### src/rtl/mem_stage.sv
// Memory-access pipeline stage: holds the EX instruction until its data-SRAM
// response arrives, aligns load data, and hands the result on to write-back.
module mem_stage (
  input  logic         clk,
  input  logic         resetn,
  input  logic         es_to_ms_valid,
  input  logic [172:0] es_to_ms_bus,
  output logic         ms_allowin,
  input  logic         ws_allowin,
  output logic         ms_to_ws_valid,
  output logic [167:0] ms_to_ws_bus,
  output logic [71:0]  ms_forward,
  input  logic         data_sram_data_ok,
  input  logic [31:0]  data_sram_rdata,
  input  logic         excp_flush,
  input  logic         ertn_flush,
  output logic         ms_excp_or_ertn
);

  localparam int unsigned ES_TO_MS_BUS_WD = 173;
  localparam int unsigned MS_TO_WS_BUS_WD = 168;
  localparam int unsigned MS_FORWARD_WD   = 72;
  localparam int unsigned CANCEL_W        = 2;

  typedef struct packed {
    logic [31:0] csr_wmask;
    logic [31:0] csr_wdata;
    logic [13:0] csr_num;
    logic        csr_we;
    logic        res_from_csr;
    logic        ertn;
    logic [15:0] excp_num;
    logic        excp;
    logic        mem_req;
    logic [2:0]  ld_op;
    logic        res_from_mem;
    logic        gr_we;
    logic [4:0]  dest;
    logic [31:0] alu_result;
    logic [31:0] pc;
  } es_bus_t;

  logic                ms_valid_q, ms_valid_d;
  es_bus_t             bus_q, bus_d;
  logic                data_got_q, data_got_d;
  logic [31:0]         rdata_buf_q, rdata_buf_d;
  logic [CANCEL_W-1:0] cancel_cnt_q, cancel_cnt_d;

  logic        flush, accept, resp_ok, ready_go, cancel_inc, cancel_dec;
  logic [31:0] rdata, load_data, final_result;
  logic [7:0]  ld_byte;
  logic [15:0] ld_half;

  // Handshake: a response only belongs to this instruction once all orphans are drained.
  always_comb begin
    flush          = excp_flush | ertn_flush;
    resp_ok        = data_sram_data_ok & (cancel_cnt_q == CANCEL_W'(0));
    ready_go       = !bus_q.mem_req | data_got_q | resp_ok;
    ms_allowin     = !ms_valid_q | (ready_go & ws_allowin);
    ms_to_ws_valid = ms_valid_q & ready_go;
    accept         = es_to_ms_valid & ms_allowin & !flush;
    cancel_dec     = data_sram_data_ok & (cancel_cnt_q != CANCEL_W'(0));
    cancel_inc     = flush & ms_valid_q & bus_q.mem_req & !data_got_q & !resp_ok;
  end

  // Next-state logic.
  always_comb begin
    ms_valid_d   = ms_valid_q;
    bus_d        = bus_q;
    data_got_d   = data_got_q;
    rdata_buf_d  = rdata_buf_q;
    cancel_cnt_d = cancel_cnt_q;

    if (flush)           ms_valid_d = 1'b0;
    else if (ms_allowin) ms_valid_d = es_to_ms_valid;

    if (accept) bus_d = es_bus_t'(es_to_ms_bus);

    if (flush || accept) begin
      data_got_d = 1'b0;
    end else if (ms_valid_q && bus_q.mem_req && !data_got_q && resp_ok && !ws_allowin) begin
      data_got_d  = 1'b1;
      rdata_buf_d = data_sram_rdata;
    end

    if (cancel_inc && !cancel_dec && cancel_cnt_q != CANCEL_W'(3))
      cancel_cnt_d = cancel_cnt_q + CANCEL_W'(1);
    else if (cancel_dec && !cancel_inc)
      cancel_cnt_d = cancel_cnt_q - CANCEL_W'(1);
  end

  always_ff @(posedge clk) begin
    if (!resetn) begin
      ms_valid_q   <= 1'b0;
      bus_q        <= '0;
      data_got_q   <= 1'b0;
      rdata_buf_q  <= '0;
      cancel_cnt_q <= '0;
    end else begin
      ms_valid_q   <= ms_valid_d;
      bus_q        <= bus_d;
      data_got_q   <= data_got_d;
      rdata_buf_q  <= rdata_buf_d;
      cancel_cnt_q <= cancel_cnt_d;
    end
  end

  // Load alignment and extension.
  always_comb begin
    rdata = data_got_q ? rdata_buf_q : data_sram_rdata;
    case (bus_q.alu_result[1:0])
      2'd0:    ld_byte = rdata[7:0];
      2'd1:    ld_byte = rdata[15:8];
      2'd2:    ld_byte = rdata[23:16];
      default: ld_byte = rdata[31:24];
    endcase
    ld_half = bus_q.alu_result[1] ? rdata[31:16] : rdata[15:0];
    case (bus_q.ld_op)
      3'b001:  load_data = {{24{ld_byte[7]}}, ld_byte};
      3'b010:  load_data = {{16{ld_half[15]}}, ld_half};
      3'b011:  load_data = {24'd0, ld_byte};
      3'b100:  load_data = {16'd0, ld_half};
      default: load_data = rdata;
    endcase
    final_result = bus_q.res_from_mem ? load_data : bus_q.alu_result;
  end

  assign ms_to_ws_bus = MS_TO_WS_BUS_WD'({bus_q.csr_wmask, bus_q.csr_wdata, bus_q.csr_num,
                                          bus_q.csr_we, bus_q.res_from_csr, bus_q.ertn,
                                          bus_q.excp_num, bus_q.excp, bus_q.gr_we, bus_q.dest,
                                          final_result, bus_q.pc});

  assign ms_forward = MS_FORWARD_WD'({ms_valid_q & bus_q.res_from_mem & !ready_go,
                                      bus_q.pc, final_result, bus_q.dest, bus_q.gr_we,
                                      ms_valid_q});

  assign ms_excp_or_ertn = ms_valid_q & (bus_q.excp | bus_q.ertn);

  // Width sanity for the EX payload.
  logic unused_wd;
  assign unused_wd = (ES_TO_MS_BUS_WD == $bits(es_bus_t)) ? 1'b0 : 1'b1;

endmodule
### config.mk
export PLATFORM = sky130hd
export DESIGN_NAME = mem_stage
export DESIGN_NICKNAME = d
export VERILOG_FILES = /design/src/rtl/mem_stage.sv
export SDC_FILE = /design/constraint.sdc
export NUM_CORES = 1
export LEC_CHECK = 0
export ABC_AREA = 1
export BUFFER_PORTS_ARGS = -buffer_cell sky130_fd_sc_hd__buf_2
export CORE_MARGIN = 3
export CORE_UTILIZATION = 25
export DETAILED_ROUTE_END_ITERATION = 16
export SYNTH_ARGS = -nofsm -noshare
export SYNTH_HDL_FRONTEND = slang
export SYNTH_SLANG_ARGS = --single-unit
### constraint.sdc
create_clock -name clk -period 1.61 [get_ports clk]
set_input_delay 0.0805 -clock clk [delete_from_list [all_inputs] [get_ports clk]]
set_output_delay 0.0805 -clock clk [all_outputs]
set_load 0.1 [all_outputs]
==> results of run 1 <==
[path summary, 6_finish.rpt]
path / from / end / slack, ns / depth (start not counted)
worst max-delay path: data_got_q$_SDFFE_PP0P_ / ms_to_ws_bus[56] / -0.76 / 12
worst min register to register: bus_q[34]$_SDFFE_PN0P_ / bus_q[34]$_SDFFE_PN0P_ / 0.46 / 2
worst max register to register: data_got_q$_SDFFE_PP0P_ / ms_to_ws_bus[94]$_SDFFE_PN0P_ / -0.27 / 12
worst min-delay path: resetn / ms_to_ws_bus[78]$_SDFFE_PN0P_ / 0.03 / 3
[registers in the layout (all words and copies together) (netlist names)]
register / flops
data_got_q: 1
rdata_buf_q: 32
ms_valid_q: 1
ms_to_ws_bus: 98
bus_q: 37
ms_forward: 38
cancel_cnt_q: 2
[metal layers]
layer  global-route usage (%)  vias up  wire [um]
met5                        0        -          7
met2                     34.9      624      25100
met4                     5.83        2       1540
met3                     3.80      101       3570
met1                     23.6     6203      19900
li1                         -     6164          -
[logic make-up (layout without fill, tap and decap cells)]
family	Yosys count	in the layout	synth area share, %
AOI/OAI and AO/OA	243	243	11.8
DFF	209	209	37.4
other	0	4	0
and+or+nand+nor	722	722	28.8
buffers and inverters	426	975	22.0
[what timing repair did]
item                       4_1_cts  5_1_grt
setup buffers                   24        9
setup endpoints to repair      165      246
resized for setup              143      125
hold endpoints to repair       208        0
hold buffers                   210        0
cloned                          21        4
pin swaps                       46       27
[worst register-to-register path: stages, from the launching register on]
cell and delay [ns]:
dfxtp_4 0.36, buf_4 0.15, nor2_4 0.11, o21ai_4 0.07
nand2_2 0.07, nand2_4 0.06, buf_12 0.13, nand3_4 0.17
buf_12 0.22, buf_6 0.14, buf_16 0.11, nand2_2 0.06
a21oi_2 0.16
[placed cells by master (no fill, tap or decap), drive strengths merged]
cell and instances:
a211oi 33, and2 6, nor2 129, nand2 388
a31oi 8, o21ai 30, diode 4, clkinvlp 20
clkinv 8, o211ai 5, nor3 1, a21oi 167
dlygate4sd3 210, nand3 43, or2 1, buf 615
bufbuf 3, nand3b 3, inv 77, nand4 150
clkbuf 40, dfxtp 209, nor3b 1, bufinv 2
[layout make-up]
type                    instances  area (sq um)  share of cell area, %
diodes                          4          10.0                 0.0508
clock buffers                  36           749                   3.80
clock inverters                11           124                  0.629
inverters                      95           448                   2.27
multi-input cells             965          5630                   28.6
flip-flops and latches        209          4200                   21.3
well taps                     585           732                   3.71
repair buffers                832          7800                   39.6
repair inverters                1          8.76                 0.0445
[power breakdown]
part | switching (mW) | total (mW) | internal [mW]
registers | 0.102 | 5.43 | 5.33
logic | 3.58 | 5.49 | 1.92
clock network | 2.44 | 6.03 | 3.58
total | 6.12 | 16.9 | 10.8
[stage by stage]
stage / hold WS, ns / instance area (sq um)
3_5_place_dp: 0.308 / 14800
4_1_cts: 0.0235 / 19100
6_report: 0.0252 / 19700
2_1_floorplan: 0.215 / 12000
5_1_grt: 0.0421 / 19700
3_3_place_gp: 0.305 / 14800
==> flow_metrics.tcl, run 1 <==
set metrics [dict create \
    status "finished with violations" \
    violations "setup timing" \
    dr.pass1.iters 5 \
    syn_area_sq_um 11200 \
    irDropWorstVdd_uv 710 \
    die_h_um 218 \
    port_buffers 454 \
    path_buf_inv 5 \
    drc_errors 0 \
    antenna_left 0 \
    gp_congestion 0.924 \
    leakagePower_nw 8.61 \
    die-area_sq_um 47400 \
    crit_arrival_ns 2.29 \
    crit_chain "buf_12, clkinv_8, nand2_4, nand3_2, nand2_2, nand3_4, nand3_4, buf_12, nand3_4, nand2_2, clkinvlp_4, buf_12" \
    fin_cells 2738 \
    power.total_mw 16.9 \
    die_w_um 218 \
    final.fill_count 4048 \
    tritoncts.num_buffers 26 \
    tns_ns -69.37 \
    synthTopCellsByArea "dfxtp_1, buf_4, nand2_1" \
    clock-sinks 209 \
    syn_avg_cell_area_sq_um 7.00 \
    final_util_pct 45.1 \
    netlist_top_cells_count "nand2_1, buf_4, dfxtp_1" \
    seq_area_frac_synth_pct 37.4 \
    hpwl_um 31000 \
    drt_iter0_drc 814 \
    worst_skew_pair.late_latency_ns 0.54 \
    wl_um 50100 \
    cp-start-kind "flip-flop" \
    wl_per_cell_um 18.3 \
    cp.required_ns 1.53 \
    hp-class "in -> reg" \
    synth_fp_nets 1812 \
    finalSetupViolCount 240 \
    grt_max_degree 65 \
    drv_cap 0 \
    worstSetupPathType "reg -> out" \
    synth_cells 1600 \
    p_per_area_nw_per_um2 860 \
    rsz0062_at_grt "true" \
    ys_ff_latch 209 \
    grt_first_pass_wirelength_um 74100 \
    clockRootBuffer "clkbuf_16" \
    synth_edf_count 0 \
    htreeDepth 1 \
    fmaxAchievable_mhz 422 \
    max_stage_delay_ns 0.36 \
    report.final.slew_viol_count 0 \
    synth_most_common_cell "nand2_1" \
    path_max_fanout 8 \
    async_flop_share_pct 0 \
    vias_per_cell 4.78 \
    synth_warnings 0 \
    skew_ns 0.00665 \
    ios 455 \
    layout.nets 2342 \
    cp-end-kind "output pin" \
    synth_top_area_share_pct 37.4 \
    grt_overflow 0 \
    synth_flop_cell "dfxtp_1" \
    max-clock-path-buffers 3 \
    via_count 13100 \
    cpLargestDelayFamily "buffers and inverters" \
    fin_ws_ns -0.760 \
    antenna_found_initial 5 \
    fp-row-count 76 \
    clk_pin_slew_ns 0.06 \
    min_period_ns 2.37 \
    fp.coreArea_sq_um 43600 \
    initial_core_util_pct 25.7 \
    synth_cell_type_count 30 \
    relSlewSlack_pct 64.5 \
    tightest_slew_ns 0.536 \
    place_ws_ns -0.377 \
    report.final.hold_viol_count 0 \
    dp_cells 2423 \
    cts_tree "done" \
    min_period_over_period_pct 147 \
    grt_pass1_vias 13100 \
    final_layout_size_suffix_gt1_share_pct 42.1 \
    synth_area_leader_cell "dfxtp_1" \
    grtUsageTotal_pct 19.5 \
    crit_slowest_cell "dfxtp_4" \
    area_growth_pct 76.0 \
]
No activity file was read; power rests on OpenSTA's default activity.
==> run 2, diff against run 1 <==
--- a/config.mk
+++ b/config.mk
@@ -10,6 +10,7 @@
 export CORE_MARGIN = 3
 export CORE_UTILIZATION = 25
 export DETAILED_ROUTE_END_ITERATION = 16
+export SETUP_SLACK_MARGIN = 0.3
 export SYNTH_ARGS = -nofsm -noshare
 export SYNTH_HDL_FRONTEND = slang
 export SYNTH_SLANG_ARGS = --single-unit
==> constraint.sdc (replaced) <==
create_clock -name clk -period 2.5 [get_ports clk]
set_input_delay 0.125 -clock clk [delete_from_list [all_inputs] [get_ports clk]]
set_output_delay 0.125 -clock clk [all_outputs]
set_load 0.1 [all_outputs]
==> run 2 against run 1 <==
  * The flow still finishes with violations (setup timing)
  * Critical path depth shrank 1
  * Non-clock buffer count is 99 lower
  * Clock skew up 0.013 ns
  * Worst hold slack improved by 0.086 ns
  * Largest power group unchanged
  * Highest routed layer unchanged
==> flow_metrics.tcl, run 2 (synthesis gave the netlist of run 1 again) <==
set metrics [dict create \
    via_count 12600 \
    seqCellArea_sq_um 4200 \
    fp-row-count 76 \
    skew_ns 0.0196 \
    crit_chain "nor2_2, nand2_2, nand3_4, buf_4, clkinvlp_4, buf_12, a21oi_2, nand3_1, nand2_2, clkinvlp_4, buf_12" \
    path_max_fanout 7 \
    die_h_um 218 \
    irDropWorstVdd_uv 442 \
    clockRootBuffer "clkbuf_16" \
    cpLargestDelayFamily "buffers and inverters" \
    power.total_mw 10.8 \
    ff2ff_path_depth 7 \
    fin_ws_ns -0.00384 \
    p_per_area_nw_per_um2 605 \
    hp-class "in -> reg" \
    crit_slowest_cell "dfxtp_2" \
    initial_core_util_pct 25.7 \
    ios 455 \
    violations "setup timing" \
    fmaxAchievable_mhz 399 \
    worst_skew_pair.late_latency_ns 0.54 \
    layout_common_cells "buf_2, nand2_1, dlygate4sd3_1, dfxtp_1, a21oi_1" \
    tritoncts.num_buffers 26 \
    final_layout_size_suffix_gt1_share_pct 35.2 \
    die-area_sq_um 47400 \
    tightest_slew_ns 1.03 \
    vias_per_cell 4.76 \
    dr.pass1.iters 5 \
    clk_pin_slew_ns 0.06 \
    multi_input_area_sq_um 5230 \
    layout_commonest_cell "buf_2" \
    port_buffers 454 \
    clock-sinks 209 \
    finalSetupViolCount 1 \
    worstHoldPathCells 4 \
    tns_ns -0.00384 \
    cp-start-kind "flip-flop" \
    grt_overflow 0 \
    grt_pass1_vias 12500 \
    status "finished with violations" \
    hpwl_um 28500 \
    drt_iter0_drc 922 \
    largest_register_ffs 98 \
    rsz0062_at_grt "true" \
    cp-end-kind "output pin" \
    area_growth_pct 59.1 \
    final.fill_count 4227 \
    holdWs_ns 0.111 \
    max-clock-path-buffers 3 \
    die_w_um 218 \
    report.final.hold_viol_count 0 \
    fp.coreArea_sq_um 43600 \
    min_period_over_period_pct 100 \
    worstSetupPathType "reg -> out" \
    crit_arrival_ns 2.38 \
    wl_per_cell_um 17.8 \
    max_stage_delay_ns 0.35 \
    leakagePower_nw 7.74 \
    wl_um 47000 \
    drc_errors 0 \
    fin_area_sq_um 17800 \
    path_buf_inv 5 \
    placed_area_sq_um 13200 \
    htreeDepth 1 \
    gp_congestion 0.872 \
    min_period_ns 2.50 \
    antenna_left 0 \
    grt_first_pass_wirelength_um 68600 \
    antenna_found_initial 6 \
    layout.nets 2244 \
    critical_path_depth 11 \
    cts_tree "done" \
    grt_max_degree 151 \
    relSlewSlack_pct 31.6 \
    report.final.slew_viol_count 0 \
    cp.required_ns 2.38 \
    drv_cap 0 \
    grtUsageTotal_pct 17.8 \
]
==> run 2: repair_timing <==
action                                  4_1_cts  5_1_grt
gates cloned                                  5        3
hold buffers                                208        0
hold endpoints to repair                    207        0
endpoints found under the setup margin       65      241
buffers inserted                             15       10
gates resized for setup                     231      106
pin swaps                                    32       35
==> run 2: power breakdown <==
| part | switching, mW | internal, mW |
|---|---|---|
| clock network | 1.52 | 2.48 |
| registers | 0.0616 | 3.43 |
| logic | 2.24 | 1.04 |
| total | 3.83 | 6.95 |
==> run 2: final cells by class <==
cell class,count,share of cell area (%)
repair buffers,733,35.3
multi-input cells,967,29.4
flip-flops and latches,209,23.6
clock buffers,38,4.42
well taps,585,4.11
inverters,95,2.49
clock inverters,10,0.731
diodes,3,0.0422
==> run 2: final timing paths <==
path / startpoint / endpoint / slack, ns
worst max-delay path: bus_q[71]$_SDFFE_PN0P_ / ms_forward[24] / -0.004
worst min-delay path: ws_allowin / data_got_q$_SDFFE_PP0P_ / 0.11
worst max register to register: data_got_q$_SDFFE_PP0P_ / rdata_buf_q[23]$_SDFFE_PN0P_ / 0.46
worst min register to register: ms_to_ws_bus[128]$_SDFFE_PN0P_ / ms_to_ws_bus[128]$_SDFFE_PN0P_ / 0.46
==> run 2: worst min-delay path: stages <==
cell	delay, ns
buf_2	0.11
inv_1	0.13
a31oi_1	0.19
nor3b_1	0.06
==> run 2: through the flow <==
step                      cells  setup WS [ns]  util (%)
after floorplan            1600          0.180         -
after global placement     2348          0.377      30.1
after detailed placement   2348          0.331      30.1
after CTS                  2624          0.111      39.4
after global routing       2640        -0.0809      40.8
final                      2640       -0.00384      40.8
==> run 2: routing by layer <==
| layer | part of all wire, % | up-vias | GRT usage (%) | wire [um] |
|---|---|---|---|---|
| met1 | 39 | 5824 | 21.4 | 18400 |
| met4 | 4.5 | 6 | 7.52 | 2120 |
| met5 | 0.083 | - | 0 | 39 |
| met3 | 7.6 | 150 | 4.25 | 3590 |
| li1 | - | 5973 | - | - |
| met2 | 49 | 626 | 30.5 | 22900 |
